<file path="src/rtl/xadc_channel_classifier.sv">
// xadc_channel_classifier: reads NUM_CH auxiliary XADC channels over the DRP once per
// end-of-sequence, averages each channel over 2^AVG_LOG2 sweeps and reports the averages plus
// the index of the highest channel.
// Optional feature macro: HYSTERESIS_EN (winner only changes when beaten by HYST_THRESH).
module xadc_channel_classifier #(
  parameter int unsigned NUM_CH       = 4,
  parameter int unsigned SAMPLE_W     = 12,
  parameter int unsigned AVG_LOG2     = 2,
  parameter logic [6:0]  BASE_ADDR    = 7'h10,
  parameter int unsigned DRDY_TIMEOUT = 64,
  parameter int unsigned HYST_THRESH  = 8,
  localparam int unsigned CH_W = ($clog2(NUM_CH) > 1) ? $clog2(NUM_CH) : 1
) (
  input  logic                       clk,
  input  logic                       rst,
  input  logic                       enable,
  input  logic                       EOS,
  output logic [6:0]                 DADDR,
  output logic                       DEN,
  output logic                       DWE,
  output logic [15:0]                DI,
  input  logic                       DRDY,
  input  logic [15:0]                DO,
  output logic [NUM_CH*SAMPLE_W-1:0] measured,
  output logic [CH_W-1:0]            network_output,
  output logic                       result_valid,
  output logic                       drp_error
);

  localparam int unsigned AccW = SAMPLE_W + AVG_LOG2;
  localparam int unsigned SwW  = AVG_LOG2 + 1;
  localparam int unsigned TmoW = $clog2(DRDY_TIMEOUT + 1);
  localparam int unsigned CmpW = SAMPLE_W + 1;

  localparam logic [SwW-1:0]  Sweeps  = SwW'(1 << AVG_LOG2);
  localparam logic [TmoW-1:0] TmoLast = TmoW'(DRDY_TIMEOUT - 1);
  localparam logic [CH_W-1:0] ChLast  = CH_W'(NUM_CH - 1);

  typedef enum logic [2:0] {StIdle, StWaitEos, StReq, StWaitRdy, StNext, StDecide} state_e;

  state_e              r_state, w_state_nxt;
  logic [CH_W-1:0]     r_ch, w_ch_nxt;
  logic [TmoW-1:0]     r_tmo, w_tmo_nxt;
  logic [SwW-1:0]      r_sweep, w_sweep_nxt;
  logic [AccW-1:0]     r_acc [NUM_CH];
  logic [AccW-1:0]     w_acc_nxt [NUM_CH];
  logic [SAMPLE_W-1:0] r_samp [NUM_CH];
  logic [SAMPLE_W-1:0] w_samp_nxt [NUM_CH];
  logic [SAMPLE_W-1:0] r_meas [NUM_CH];
  logic [SAMPLE_W-1:0] w_meas_nxt [NUM_CH];
  logic [CH_W-1:0]     r_net, w_net_nxt;
  logic                r_err, w_err_nxt;

  logic [AccW-1:0]     w_acc_sum [NUM_CH];
  logic [SAMPLE_W-1:0] w_avg [NUM_CH];
  logic [CH_W-1:0]     w_best;
  logic [CH_W-1:0]     w_pick;

  if (SAMPLE_W < 16) begin : g_unused_do
    logic w_unused_do;
    assign w_unused_do = ^DO[15-SAMPLE_W:0];
  end

`ifndef HYSTERESIS_EN
  logic [CmpW-1:0] w_unused_hyst;
  assign w_unused_hyst = CmpW'(HYST_THRESH);
`endif

  // Totals and averages for the sweep being closed in NEXT, plus the winner to publish.
  always_comb begin
    w_best = '0;
    for (int i = 0; i < NUM_CH; i++) begin
      w_acc_sum[i] = r_acc[i] + AccW'(r_samp[i]);
      w_avg[i]     = SAMPLE_W'(w_acc_sum[i] >> AVG_LOG2);
    end
    // Strict compare keeps the lowest index on ties.
    for (int i = 1; i < NUM_CH; i++) begin
      if (w_avg[i] > w_avg[w_best]) w_best = CH_W'(i);
    end
`ifdef HYSTERESIS_EN
    w_pick = ({1'b0, w_avg[w_best]} > ({1'b0, w_avg[r_net]} + CmpW'(HYST_THRESH))) ?
             w_best : r_net;
`else
    w_pick = w_best;
`endif
  end

  // Next-state logic: sweep sequencing, DRP timeout, accumulation and result capture.
  always_comb begin
    w_state_nxt = r_state;
    w_ch_nxt    = r_ch;
    w_tmo_nxt   = r_tmo;
    w_sweep_nxt = r_sweep;
    w_acc_nxt   = r_acc;
    w_samp_nxt  = r_samp;
    w_meas_nxt  = r_meas;
    w_net_nxt   = r_net;
    w_err_nxt   = r_err;
    unique case (r_state)
      StIdle: begin
        if (enable) w_state_nxt = StWaitEos;
      end
      StWaitEos: begin
        if (!enable) begin
          w_state_nxt = StIdle;
          w_sweep_nxt = '0;
          for (int i = 0; i < NUM_CH; i++) w_acc_nxt[i] = '0;
        end else if (EOS) begin
          w_ch_nxt    = '0;
          w_state_nxt = StReq;
        end
      end
      StReq: begin
        w_tmo_nxt   = '0;
        w_state_nxt = StWaitRdy;
      end
      StWaitRdy: begin
        if (DRDY) begin
          w_samp_nxt[r_ch] = DO[15 -: SAMPLE_W];
          w_state_nxt      = StNext;
        end else if (r_tmo == TmoLast) begin
          // Samples only reach the accumulators once a sweep completes, so the partial
          // sweep is dropped simply by leaving.
          w_err_nxt   = 1'b1;
          w_state_nxt = StWaitEos;
        end else begin
          w_tmo_nxt = r_tmo + 1'b1;
        end
      end
      StNext: begin
        if (r_ch != ChLast) begin
          w_ch_nxt    = r_ch + 1'b1;
          w_state_nxt = StReq;
        end else begin
          w_acc_nxt   = w_acc_sum;
          w_sweep_nxt = r_sweep + 1'b1;
          if (w_sweep_nxt == Sweeps) begin
            // Registered on entry to DECIDE so results are valid alongside result_valid.
            w_meas_nxt  = w_avg;
            w_net_nxt   = w_pick;
            w_state_nxt = StDecide;
          end else begin
            w_state_nxt = StWaitEos;
          end
        end
      end
      StDecide: begin
        w_sweep_nxt = '0;
        for (int i = 0; i < NUM_CH; i++) w_acc_nxt[i] = '0;
        w_state_nxt = StWaitEos;
      end
      default: w_state_nxt = StIdle;
    endcase
  end

  // State and datapath registers with synchronous reset.
  always_ff @(posedge clk) begin
    if (rst) begin
      r_state <= StIdle;
      r_ch    <= '0;
      r_tmo   <= '0;
      r_sweep <= '0;
      r_net   <= '0;
      r_err   <= 1'b0;
      for (int i = 0; i < NUM_CH; i++) begin
        r_acc[i]  <= '0;
        r_samp[i] <= '0;
        r_meas[i] <= '0;
      end
    end else begin
      r_state <= w_state_nxt;
      r_ch    <= w_ch_nxt;
      r_tmo   <= w_tmo_nxt;
      r_sweep <= w_sweep_nxt;
      r_net   <= w_net_nxt;
      r_err   <= w_err_nxt;
      r_acc   <= w_acc_nxt;
      r_samp  <= w_samp_nxt;
      r_meas  <= w_meas_nxt;
    end
  end

  // DRP request and result outputs decoded from the state and result registers.
  always_comb begin
    DEN            = (r_state == StReq);
    DADDR          = DEN ? (BASE_ADDR + 7'(r_ch)) : 7'h0;
    DWE            = 1'b0;
    DI             = '0;
    result_valid   = (r_state == StDecide);
    network_output = r_net;
    drp_error      = r_err;
    measured       = '0;
    for (int i = 0; i < NUM_CH; i++) measured[i*SAMPLE_W +: SAMPLE_W] = r_meas[i];
  end

endmodule

</file>
<file path="config.mk">
export PLATFORM = sky130hd
export DESIGN_NAME = xadc_channel_classifier
export DESIGN_NICKNAME = d
export VERILOG_FILES = /design/src/rtl/xadc_channel_classifier.sv
export SDC_FILE = /design/constraint.sdc
export NUM_CORES = 1
export LEC_CHECK = 0
export CAP_MARGIN = 10
export CORE_MARGIN = 3
export CORE_UTILIZATION = 45
export CTS_CLUSTER_SIZE = 24
export DETAILED_ROUTE_END_ITERATION = 10
export PLACE_DENSITY = 0.65
export SYNTH_ARGS = -nofsm -noshare
export SYNTH_HDL_FRONTEND = slang
export SYNTH_SLANG_ARGS = --single-unit
</file>
<file path="constraint.sdc">
create_clock -name clk -period 17.2 [get_ports clk]
set_input_delay 3.44 -clock clk [delete_from_list [all_inputs] [get_ports clk]]
set_output_delay 3.44 -clock clk [all_outputs]
set_load 0.01 [all_outputs]
</file>
Word level (Yosys, flattened, before mapping)
Index checks and enable logic that the tools add are counted. W data, S select, Z words.

Add/subtract/negate cells: 8. Equal/unequal tests: 18. $mul: 0. $lt $le $gt $ge: 7. Bitwise operators: 5. Reduce and logical (&&, ||, !) cells: 12. Divide/modulo/power cells: 0. Shift operators: 0. Mux-type cells: 34.

Operators with widths (count): $pmux W56 S3 (1); $mux W56 (2); $mux W12 (5); $add A14 B12 Y14 (4); $bmux W12 S2 (2); $bwmux W48 (1); $gt A12 B12 Y1 (3); $mux W3 (9); $demux W12 S2 (1); $ne A2 B2 Y1 const B (9); $pmux W3 S6 (1); $reduce_and A3 Y1 (5); $mux W7 (2); $pmux W7 S2 (1); $mux W2 (5); $eq A3 B3 Y1 const B (3); $ge A3 B3 Y1 const B (3); $pmux W3 S3 (1); $add A7 B1 Y7 const B (1); $eq A7 B6 Y1 const B (1); $add A5 B2 Y6 const A (1); $eq A3 B2 Y1 const B (2); $mux W6 (1); $ne A3 B3 Y1 const B (2); 15 further kinds (18).

Output and inout bits: 77. Bits in latches: 0. Register bits after elaboration: 170. Memories: 0. Word-level logic and storage cells: 102. Bits of input ports: 21. Memory bits (read-only): 0. Memory bits (writable): 0.

Depth between registers and ports, before layout
Word-level depth: 15. Depth in mapped cells: 39. Mapped depth without buffers: 37.

Worst setup path after synthesis
Ideal clock, no wire load.

Path type: register -> register. Start point: reg r_acc[42] in the netlist's numbering. End point: reg r_net[0] (netlist: network_output[0]). Stages on the path, launching flop included: 35. Period minus slack after synthesis: 6272 ps. Data arrival time: 6156 ps. Path slack: 10928 ps. Data required time: 17085 ps. Cell sequence: dfxtp_1 -> ha_1 -> inv_1 -> fa_1 -> nor2b_1 -> o2111ai_1 -> nand3_1 -> a31oi_1 -> o21bai_1 -> xor2_1 -> inv_1 -> ha_1 -> maj3_2 -> a311o_1 -> nor3_1 -> nor2_1 -> ha_1 -> a21o_1 -> a21o_1 -> a21oi_1 -> o221ai_1 -> o21ai_0 -> clkbuf_1 -> o2bb2ai_1 -> a211o_1 -> ha_1 -> nor2b_1 -> o21ai_0 -> nand2b_1 -> a21oi_1 -> o221ai_1 -> o21a_1 -> nand2_1 -> nand2_1 -> a31o_1.

Cells in the longest elaborated chain, start to end: 15.

RTL lines: start: declaration (RTL line 45) `logic [AccW-1:0] r_acc [NUM_CH];`; start signal: assignment (RTL line 177) `r_acc <= w_acc_nxt;`; $add A14 B12 Y14 * (RTL line 73) `w_acc_sum[i] = r_acc[i] + AccW'(r_samp[i]);`; $gt A12 B12 Y1 (RTL line 78) `if (w_avg[i] > w_avg[w_best]) w_best = CH_W'(i);`; $mux W1 (RTL line 78); $not A1 Y3 (implied by the code) (RTL line 78); $bmux W12 S2 (RTL line 78); $mux W12 (implied by the code) (2 in series) (RTL line 78); $gt A12 B12 Y1 (RTL line 78); $mux W2 (RTL line 78); $not A2 Y3 (implied by the code) (RTL line 78); $bmux W12 S2 (RTL line 78); $mux W12 (implied by the code) (2 in series) (RTL line 78); $gt A12 B12 Y1 (RTL line 78); $mux W2 * (RTL line 78); end signal: assignment (RTL line 175) `r_net <= w_net_nxt;`; end: declaration (RTL line 51) `logic [CH_W-1:0] r_net, w_net_nxt;`.

Every way passes the cells marked *; elsewhere a longest branch is shown, timed or not. The select of a mux whose other input is x is not followed. A chain may end at the register's enable or synchronous reset.

Final worst setup path
Start point: reg r_samp[36] in the netlist's numbering. End point: reg r_net[1] (netlist: network_output[1]).

Cells in the longest elaborated chain, start to end: 15.

RTL lines: start: declaration (RTL line 47) `logic [SAMPLE_W-1:0] r_samp [NUM_CH];`; start signal: assignment (RTL line 178) `r_samp <= w_samp_nxt;`; $add A14 B12 Y14 * (RTL line 73); $gt A12 B12 Y1 (RTL line 78); $mux W1 (RTL line 78); $not A1 Y3 (implied by the code) (RTL line 78); $bmux W12 S2 (RTL line 78); $mux W12 (implied by the code) (2 in series) (RTL line 78); $gt A12 B12 Y1 (RTL line 78); $mux W2 (RTL line 78); $not A2 Y3 (implied by the code) (RTL line 78); $bmux W12 S2 (RTL line 78); $mux W12 (implied by the code) (2 in series) (RTL line 78); $gt A12 B12 Y1 (RTL line 78); $mux W2 * (RTL line 78).

Marks and branches as above.

==> results.md <==
- H-tree depth: 4
- Largest stage delay, worst path: 1120 ps
- Fraction of final layout cells sized beyond drive strength 1: 0.06743
- Routed len/inst: 16.91 um
- Clock Path Buffers: 2
- Cell Count, Final, Fillers Out: 1580
- Post-synthesis compound-gate area fraction: 0.2180
- TritonCTS Buffers: 17
- Adder-cell share of the synthesized area: 0.1193
- Initial core utilization: 0.4661
- Synth cell count leaders: nand2_1, dfxtp_1, a21oi_1
- Minimum clock period: 8367 ps
- FF-to-FF path depth: 35
- Setup bufs post-CTS: 0
- Number of port buffers: 72
- Diodes inserted: 0
- Post-Synth XOR/XNOR Area: 0.05138
- Post-Synth Simple-Gate Area: 0.2031
- CTS tree: yes
- Area of the core: 21420 um^2
- Post-synth ARST share: 0
- Post-layout net count: 1404
- Arrival @ worst endpoint: 8660 ps
- Max Cap Viol: 0
- Switching Fraction: 0.2488
- Initial antenna violation count: 0
- Crit path launch: r_samp[36]$_SDFFE_PP0P_
- Setup crit start kind: register
- Worst EP required: 17490 ps
- Drt drc: 0
- Vias in the first global route: 8027
- Post-Syn Area per Cell: 8.039 um^2
- Pre-antenna DRT Iters: 5
- CTS clk-pin slew, worst paths: 70 ps
- Via count: 8789
- Combinational power share: 0.068
- Clk sinks: 170
- P_int: 0.6398 mW
- EDFF count, synth: 0
- Post-Route WL: 26720 um
- Post-CTS Hold Buffers: 0
- Routed Antenna Nets: 0
- CTS resizes: 0
- Netlist Area Pre-Place: 9985 um^2
- Crit-path max FO: 22
- Die Y: 155.0 um
- Final Setup Violations: 0
- I/O pins: 98
- Die area: 24010 um^2
- Slew @ Worst Pin: 1259 ps
- Yosys cell types: 78
- GRT Total Usage: 0.2216
- Area contributors post-synth: dfxtp_1, ha_1, nand2_1
- Most frequent cell after synthesis: nand2_1
- Iter 0 DRT Violations: 782
- Yosys reg bits: 170
- Clock Latency Late Sink: 440 ps
- Most frequent CP cell: ha_1
- Hold Vio Cnt, Final: 0
- Sequential share of power: 0.465
- Relative slew slack: 0.1607
- Kind of critical path: register to register
- Tcrit/Tclk final: 0.4865
- Area Growth Syn to Fin: 15.13%
- Main synth FF type: dfxtp_1
- # rows: 53
- P_leak: 4.559 nW
- CTS Root Cell: clkbuf_16
- Cells after Synth: 1242
- RR Startpoint: r_samp[36]$_SDFFE_PP0P_
- Clock power share: 0.466
- Largest family of logic cells by synthesized area: compound AO/OA/AOI/OAI gates
- Run status: finished, final reports clean
- Critical Path End: network_output[1]$_SDFFE_PP0P_
- Share of the synthesized area in the top cell type: 0.3409
- Ys Warns: 0
- Max Fclk: 119.5 MHz
- Reg2reg end: network_output[1]$_SDFFE_PP0P_
- Critical Path Sink Type: register
- Hold WC Path Type: register to register
- Vias/cell: 5.563
- HPWL Detailed: 19180 um
- Cell area power density: 74.10 nW/um^2
- Setup TNS: 0 ps
- Switch Pwr: 0.2119 mW
- Worst Clk Skew: 8.851 ps
- R2R setup slack: 8830 ps
- RSZ-0062 raised after global routing: false
- Crit-path slowest cell: a21oi_1
- Grt ovf: 0
- Max VDD drop: 0.06480 mV
- DP Cell Count: 1548
- Largest net degree at the start of global routing: 66
- Global-route wire length before repair: 42550 um
- Final Wtd Congestion: 0.8781
- Die width: 155.0 um
- Fin. max-slew vios: 0
- Post-synthesis sequential area ratio: 0.3409
- Mux share of post-synthesis cell area: 0.01115
- Largest area contributor in the netlist: dfxtp_1
[layout make-up]
class / count / area, um^2
clock buffers: 19 / 452.9
clock inverters: 13 / 153.9
fillers: 2018 / 9925
inverters: 36 / 135.1
multi-input cells: 971 / 6107
flip-flops and latches: 170 / 3403
well taps: 275 / 344.1
repair buffers: 96 / 898.4
[flip-flops by register name (all words and copies together) (netlist names)]
register,cells
network_output,2
r_sweep,3
r_ch,2
r_acc,56
r_samp,48
r_state,3
measured,48
drp_error,1
r_tmo,7
[through the flow]
stage / setup slack, ps / area, um^2 / hold WS (ps) / util / power (mW)
floorplan: 10930 / 10060 / 435.6 / - / 0.4489
global placement: 9052 / 10890 / 442.7 / 0.5083 / 0.4619
detailed placement: 9001 / 10890 / 449.4 / 0.5083 / 0.4625
CTS: 8952 / 11490 / 458.8 / 0.5367 / 0.8575
global route: 8092 / 11490 / 477.1 / 0.5367 / 0.8809
finish: 8833 / 11490 / 455.3 / 0.5367 / 0.8517
[worst max-delay path: cells and delay by family (launching register included)]
kind                       cells  cell delay, ps
AOI/OAI and AO/OA             15            3950
DFF                            1             340
muxes                          1             190
xor gates and xnor gates       1             530
buffers and inverters          2             170
and+or+nand+nor               11            1520
adders and majority gates      5            1540
[power by group through the flow]
stage | clock network [mW] | logic, mW | registers, mW
3_3_place_gp | 0 | 0.0567 | 0.405
2_1_floorplan | 0 | 0.0454 | 0.403
4_1_cts | 0.404 | 0.0577 | 0.396
6_report | 0.397 | 0.0582 | 0.396
3_5_place_dp | 0 | 0.0574 | 0.405
5_1_grt | 0.421 | 0.0640 | 0.396
[how the worst min path moves through the flow]
stage | from | end | slack (ps) | cells past startpoint
finish | measured[25]$_SDFFE_PP0P_ | measured[25]$_SDFFE_PP0P_ | 460 | 2
global route | measured[13]$_SDFFE_PP0P_ | measured[13]$_SDFFE_PP0P_ | 480 | 2
floorplan | r_sweep[1]$_SDFFE_PP0P_ | r_sweep[1]$_SDFFE_PP0P_ | 440 | 2
global placement | measured[44]$_SDFFE_PP0P_ | measured[44]$_SDFFE_PP0P_ | 440 | 2
CTS | measured[38]$_SDFFE_PP0P_ | measured[38]$_SDFFE_PP0P_ | 460 | 2
detailed placement | measured[38]$_SDFFE_PP0P_ | measured[38]$_SDFFE_PP0P_ | 450 | 2
[layout by cell type, fill, tap and decap left out, drive strengths merged, types with 4 or more instances in the layout]
| cell type | n |
|---|---|
| a211oi | 15 |
| a21o | 24 |
| a21oi | 149 |
| a22oi | 44 |
| a311oi | 4 |
| a31o | 5 |
| a31oi | 4 |
| and2 | 10 |
| and3 | 9 |
| buf | 25 |
| clkbuf | 19 |
| clkdlybuf4s50 | 71 |
| conb | 21 |
| dfxtp | 170 |
| fa | 4 |
| ha | 87 |
| inv | 43 |
| mux2i | 10 |
| nand2 | 209 |
| nand2b | 12 |
| nand3 | 26 |
| nand4 | 13 |
| nor2 | 127 |
| nor2b | 8 |
| nor3 | 27 |
| o211ai | 9 |
| o21a | 8 |
| o21ai | 24 |
| o21bai | 10 |
| o31ai | 7 |
| or2 | 4 |
| or3 | 9 |
| xnor2 | 33 |
| xor2 | 17 |
[layer usage]
layer | wire length [um] | global-route usage | vias up
li1 | - | - | 4426
met2 | 12430 | 0.3641 | 243
met3 | 1427 | 0.02754 | 31
met1 | 12500 | 0.3088 | 4089
met4 | 367 | 0.05887 | 0
met5 | 0 | 0 | -
[logic make-up (layout without fill, tap and decap cells)]
group	after synthesis	after routing
AO/OA/AOI/OAI	330	330
XOR/XNOR	53	53
adder cells (fa/ha/maj)	93	93
buffers and inverters	121	164
flip-flops	170	170
multiplexers	11	11
other	1	21
AND/OR/NAND/NOR	463	463
Power figures use the tool's default switching activity.
